<file path="src/rtl/sfp_link_supervisor.sv">
// sfp_link_supervisor: SFP+ cage manager that debounces status pins and sequences TX_DISABLE, PHY reset and fault retry/lockout
module sfp_link_supervisor #(
  parameter int CLOCK_FREQUENCY    = 125000000,
  parameter int DEBOUNCE_US        = 1000,
  parameter int TX_ENABLE_DELAY_US = 300,
  parameter int FAULT_HOLDOFF_US   = 100000,
  parameter int MAX_RETRIES        = 3
) (
  input  logic       i_clock,
  input  logic       i_reset,
  input  logic       i_sfp_mod0_prsnt_n,
  input  logic       i_sfp_los,
  input  logic       i_sfp_tx_fault,
  output logic       o_sfp_tx_disable,
  output logic       o_phy_reset_n,
  output logic       o_link_up,
  output logic       o_lockout,
  output logic [2:0] o_state,
  output logic [3:0] o_retry_count
);
  localparam int TICKS_PER_US   = CLOCK_FREQUENCY / 1000000;
  localparam int DEBOUNCE_TICKS = TICKS_PER_US * DEBOUNCE_US;
  localparam int ENABLE_TICKS   = TICKS_PER_US * TX_ENABLE_DELAY_US;
  localparam int HOLDOFF_TICKS  = TICKS_PER_US * FAULT_HOLDOFF_US;
  localparam int MAX_DE         = DEBOUNCE_TICKS > ENABLE_TICKS ? DEBOUNCE_TICKS : ENABLE_TICKS;
  localparam int MAX_TICKS      = MAX_DE > HOLDOFF_TICKS ? MAX_DE : HOLDOFF_TICKS;
  localparam int DW             = $clog2(DEBOUNCE_TICKS) + 1;
  localparam int TW             = $clog2(MAX_TICKS) + 1;
  localparam logic [DW-1:0] DB_LAST      = DW'(DEBOUNCE_TICKS - 1);
  localparam logic [TW-1:0] ENABLE_LAST  = TW'(ENABLE_TICKS - 1);
  localparam logic [TW-1:0] HOLDOFF_LAST = TW'(HOLDOFF_TICKS - 1);
  localparam logic [3:0]    MAX_R        = 4'(MAX_RETRIES);
  localparam logic [2:0] PIN_RST     = 3'b011;
  localparam logic [2:0] ABSENT      = 3'd0;
  localparam logic [2:0] INSERT_WAIT = 3'd1;
  localparam logic [2:0] ENABLE      = 3'd2;
  localparam logic [2:0] LINK_UP     = 3'd3;
  localparam logic [2:0] FAULT       = 3'd4;
  localparam logic [2:0] LOCKOUT     = 3'd5;
  logic [2:0] pins, sync1, sync2, filt;
  logic present, los, fault;
  logic [2:0] state, nxt;
  logic [TW-1:0] timer;
  logic [3:0] retry, retry_nxt;
  logic on;
  assign pins = {i_sfp_tx_fault, i_sfp_los, i_sfp_mod0_prsnt_n};
  always_ff @(posedge i_clock) begin
    sync1 <= i_reset ? PIN_RST : pins;
    sync2 <= i_reset ? PIN_RST : sync1;
  end
  for (genvar i = 0; i < 3; i++) begin : g_db
    logic [DW-1:0] cnt;
    logic f;
    always_ff @(posedge i_clock) begin
      if (i_reset) begin
        cnt <= '0;
        f   <= PIN_RST[i];
      end else if (sync2[i] == f) begin
        cnt <= '0;
      end else if (cnt == DB_LAST) begin
        cnt <= '0;
        f   <= sync2[i];
      end else begin
        cnt <= cnt + DW'(1);
      end
    end
    assign filt[i] = f;
  end
  assign present = !filt[0];
  assign los     = filt[1];
  assign fault   = filt[2];
  always_comb begin
    nxt = state;
    case (state)
      ABSENT:      nxt = INSERT_WAIT;
      INSERT_WAIT: nxt = fault ? FAULT : timer == ENABLE_LAST ? ENABLE : INSERT_WAIT;
      ENABLE:      nxt = fault ? FAULT : !los ? LINK_UP : ENABLE;
      LINK_UP:     nxt = fault ? FAULT : los ? ENABLE : LINK_UP;
      FAULT:       nxt = timer != HOLDOFF_LAST ? FAULT : retry >= MAX_R ? LOCKOUT : INSERT_WAIT;
      LOCKOUT:     nxt = LOCKOUT;
      default:     nxt = ABSENT;
    endcase
    if (!present) nxt = ABSENT;
  end
  always_comb begin
    on        = nxt == ENABLE || nxt == LINK_UP;
    retry_nxt = nxt == ABSENT ? 4'd0
              : nxt == FAULT && state != FAULT ? (&retry ? retry : retry + 4'd1)
              : state == ENABLE && nxt == LINK_UP ? 4'd0
              : retry;
  end
  always_ff @(posedge i_clock) begin
    if (i_reset) begin
      state            <= ABSENT;
      timer            <= '0;
      retry            <= '0;
      o_sfp_tx_disable <= 1'b1;
      o_phy_reset_n    <= 1'b0;
      o_link_up        <= 1'b0;
      o_lockout        <= 1'b0;
    end else begin
      state            <= nxt;
      timer            <= nxt != state ? '0 : &timer ? timer : timer + TW'(1);
      retry            <= retry_nxt;
      o_sfp_tx_disable <= !on;
      o_phy_reset_n    <= on;
      o_link_up        <= nxt == LINK_UP;
      o_lockout        <= nxt == LOCKOUT;
    end
  end
  assign o_state       = state;
  assign o_retry_count = retry;
endmodule
</file>
<file path="config.mk">
export PLATFORM = sky130hd
export DESIGN_NAME = sfp_link_supervisor
export DESIGN_NICKNAME = d
export VERILOG_FILES = /design/src/rtl/sfp_link_supervisor.sv
export SDC_FILE = /design/constraint.sdc
export NUM_CORES = 1
export LEC_CHECK = 0
export CAP_MARGIN = 20
export CORE_MARGIN = 10
export CORE_UTILIZATION = 42
export CTS_CLUSTER_SIZE = 40
export DETAILED_ROUTE_END_ITERATION = 16
export DONT_BUFFER_PORTS = 1
export SLEW_MARGIN = 20
export SYNTH_ARGS = -nofsm -noshare
export SYNTH_HDL_FRONTEND = slang
export SYNTH_SLANG_ARGS = --single-unit
</file>
<file path="constraint.sdc">
create_clock -name i_clock -period 5.49 [get_ports i_clock]
set_input_delay 0.549 -clock i_clock [delete_from_list [all_inputs] [get_ports i_clock]]
set_output_delay 0.549 -clock i_clock [all_outputs]
set_load 0.01 [all_outputs]
</file>
==> impl_metrics.json <==
{
  "final.setup.tns_ps": 0,
  "nets": 510,
  "hold_buffers": 0,
  "design_area_um2": 4700,
  "clock-sinks": 99,
  "cts_root_buffer": "clkbuf_8",
  "chipWidth_um": 122,
  "drv_cap": 0,
  "synth_compound_area_share_pct": 4.55,
  "synthDistinctLibCells": 45,
  "synth_top_family_by_area": "simple AND/OR/NAND/NOR gates",
  "min_period_over_period_pct": 44.9,
  "cpMaxStageDelayCell": "or4_1",
  "grt_pass1_wl_um": 14000,
  "synth_area_um2": 4380,
  "gp_congestion": 0.832,
  "critPathKind": "reg -> reg",
  "htree_num_levels": 3,
  "power_mw": 1.21,
  "syn-num-nets": 512,
  "skew_ps": 9.46,
  "grt_usage_pct": 11.3,
  "fin_ws_ps": 3030,
  "synth_most_common_cell": "dfxtp_1",
  "p_leak_nw": 1.57,
  "hold_viol": 0,
  "wire_per_inst_um": 13.0,
  "die_area_um2": 14900,
  "synth_commonest_cells": "dfxtp_1, nor2_1, xor2_1",
  "antennaDiodeCount": 0,
  "fillers": 1004,
  "synth_edf_count": 0,
  "pre_cts_slack_ps": 3020,
  "synth_top_area_share_pct": 45.3,
  "worstPathCellList": "ha_1, and4_1, nand4_1, or4_1, and4_1, xnor2_1, nor2_1",
  "synthAdderAreaFrac_pct": 1.43,
  "drt_iter0_markers": 167,
  "worstPathMaxFanout": 15,
  "drc": 0,
  "cts.clk_slew.worst_paths_ps": 90,
  "postSynthAreaPerCell_um2": 8.72,
  "min_path_type": "in -> reg",
  "ys.flop_type": "dfxtp_1",
  "post_cts_buffers": 0,
  "synth-simple-area-share_pct": 32.1,
  "route.vias.total": 3327,
  "max_freq_mhz": 406,
  "startpoint_type": "flop",
  "power_density_nw_per_um2": 257,
  "portBuffers": 0,
  "status": "finished, final reports clean",
  "multiInputGateArea_um2": 2320,
  "synth_seq_cells": 99,
  "cts_tree": "built",
  "regArea_um2": 1980,
  "async_flop_share_pct": 0,
  "ant_nets": 0,
  "wirelength_um": 8310,
  "syn_to_final_growth_pct": 7.38,
  "crit_path_end_kind": "flop",
  "synthMuxAreaShare_pct": 0.915,
  "yosysWarnings": 0,
  "dp_hpwl_um": 5810,
  "grt_pass1_vias": 2899,
  "clock_path_buffers": 2,
  "cts_resized": 0,
  "cp.required_ps": 5740,
  "core_um2": 10200,
  "grt-ovfl-total": 0,
  "syn_inst": 502,
  "die_y_um": 122,
  "start_util_pct": 42.8,
  "placed_area_um2": 4500,
  "io_pins": 16,
  "rows": 37,
  "clkLatencyLatePin_ps": 360,
  "setup_viol_count_final": 0,
  "worstPathArrival_ps": 2710,
  "drive_above_1_share_pct": 5.16,
  "synthXorXnorAreaFrac_pct": 13.8,
  "firstDrtPassIters": 4,
  "timing.hold.ws_ps": 251,
  "synth_area_leaders": "dfxtp_1, nor2_1, xor2_1",
  "slew_headroom_pct": 50.1,
  "critPathMostFrequentCell": "and4_1",
  "yosys.area.top_type": "dfxtp_1",
  "grt_max_degree": 26,
  "slew_viol_final": 0,
  "tightestPinTransition_ps": 742,
  "antenna_found_initial": 0,
  "ys_seq_area_share_pct": 45.3,
  "slowest_delay_ps": 820,
  "grt_setup_unrepaired": "no",
  "via_per_inst": 5.20,
  "cts_made_buffers": 9,
  "fin_crit_ps": 2460,
  "peakVddDrop_mv": 0.107
}
## final cells by class
class	instances	share of cell area (%)
inverters	7	0.559
well taps	136	3.62
repair buffers	1	0.160
multi-input cells	382	49.3
flip-flops and latches	99	42.2
clock buffers	13	3.38
clock inverters	2	0.746
## cell families after synthesis
kind of cell	count (synthesis)
adders and majority gates	5
and+or+nand+nor	274
AOI/OAI and AO/OA	30
buffers and inverters	21
xor gates and xnor gates	69
DFF	99
muxes	4
## registers in the layout (all words and copies together), names as in the netlist, 2 cells and up
register and cells:
g_db.cnt 54, g_db.f 2, o_retry_count 4, o_state 3, sync1 3, sync2 3
timer 25
## final timing paths
check | slack, ps | startpoint | cells after the start | end
worst min-delay path | 250 | i_reset | 1 | sync2[2]
worst min register to register | 400 | sync1[0] | 1 | sync2[0]
worst max register to register | 3030 | timer[0] | 7 | timer[13]
worst max-delay path | 3030 | timer[0] | 7 | timer[13]
## critical path: cells and delay by family (launching register included)
| kind | cells | cell delay [ps] |
|---|---|---|
| adder cells (fa/ha/maj) | 1 | 260 |
| AND/OR/NAND/NOR | 5 | 1590 |
| XOR/XNOR | 1 | 120 |
| flip-flops | 1 | 380 |
## cell usage in the layout, fill, tap and decap left out, drive strengths merged, types with 14 or more instances in the layout
cell   Yosys  layout
and3      18      18
nor3      16      16
xor2      38      38
nand3     32      32
xnor2     31      31
nand4     19      19
nor2      96      96
nand2     35      35
nor4      14      14
dfxtp     99      99
## routing by layer
| layer | part of all wire [%] | track usage, % | up-vias |
|---|---|---|---|
| met3 | 4.9 | 2.54 | 13 |
| met4 | 2.1 | 5.60 | 0 |
| met5 | 0 | 0 | - |
| li1 | - | - | 1730 |
| met2 | 42 | 15.9 | 52 |
| met1 | 51 | 15.9 | 1532 |
## power by group
part	switching [mW]	internal, mW	leakage, nW
registers	0.00305	0.722	0.799
clock network	0.235	0.233	0.0995
logic	0.00945	0.00566	0.669
total	0.248	0.961	1.57
## through the flow
step / util [%] / std cells
after floorplan: - / 502
after global placement: 44.0 / 625
after detailed placement: 44.0 / 625
after CTS: 45.9 / 640
final: 45.9 / 640
after global routing: 45.9 / 640
Power figures use the tool's default switching activity.
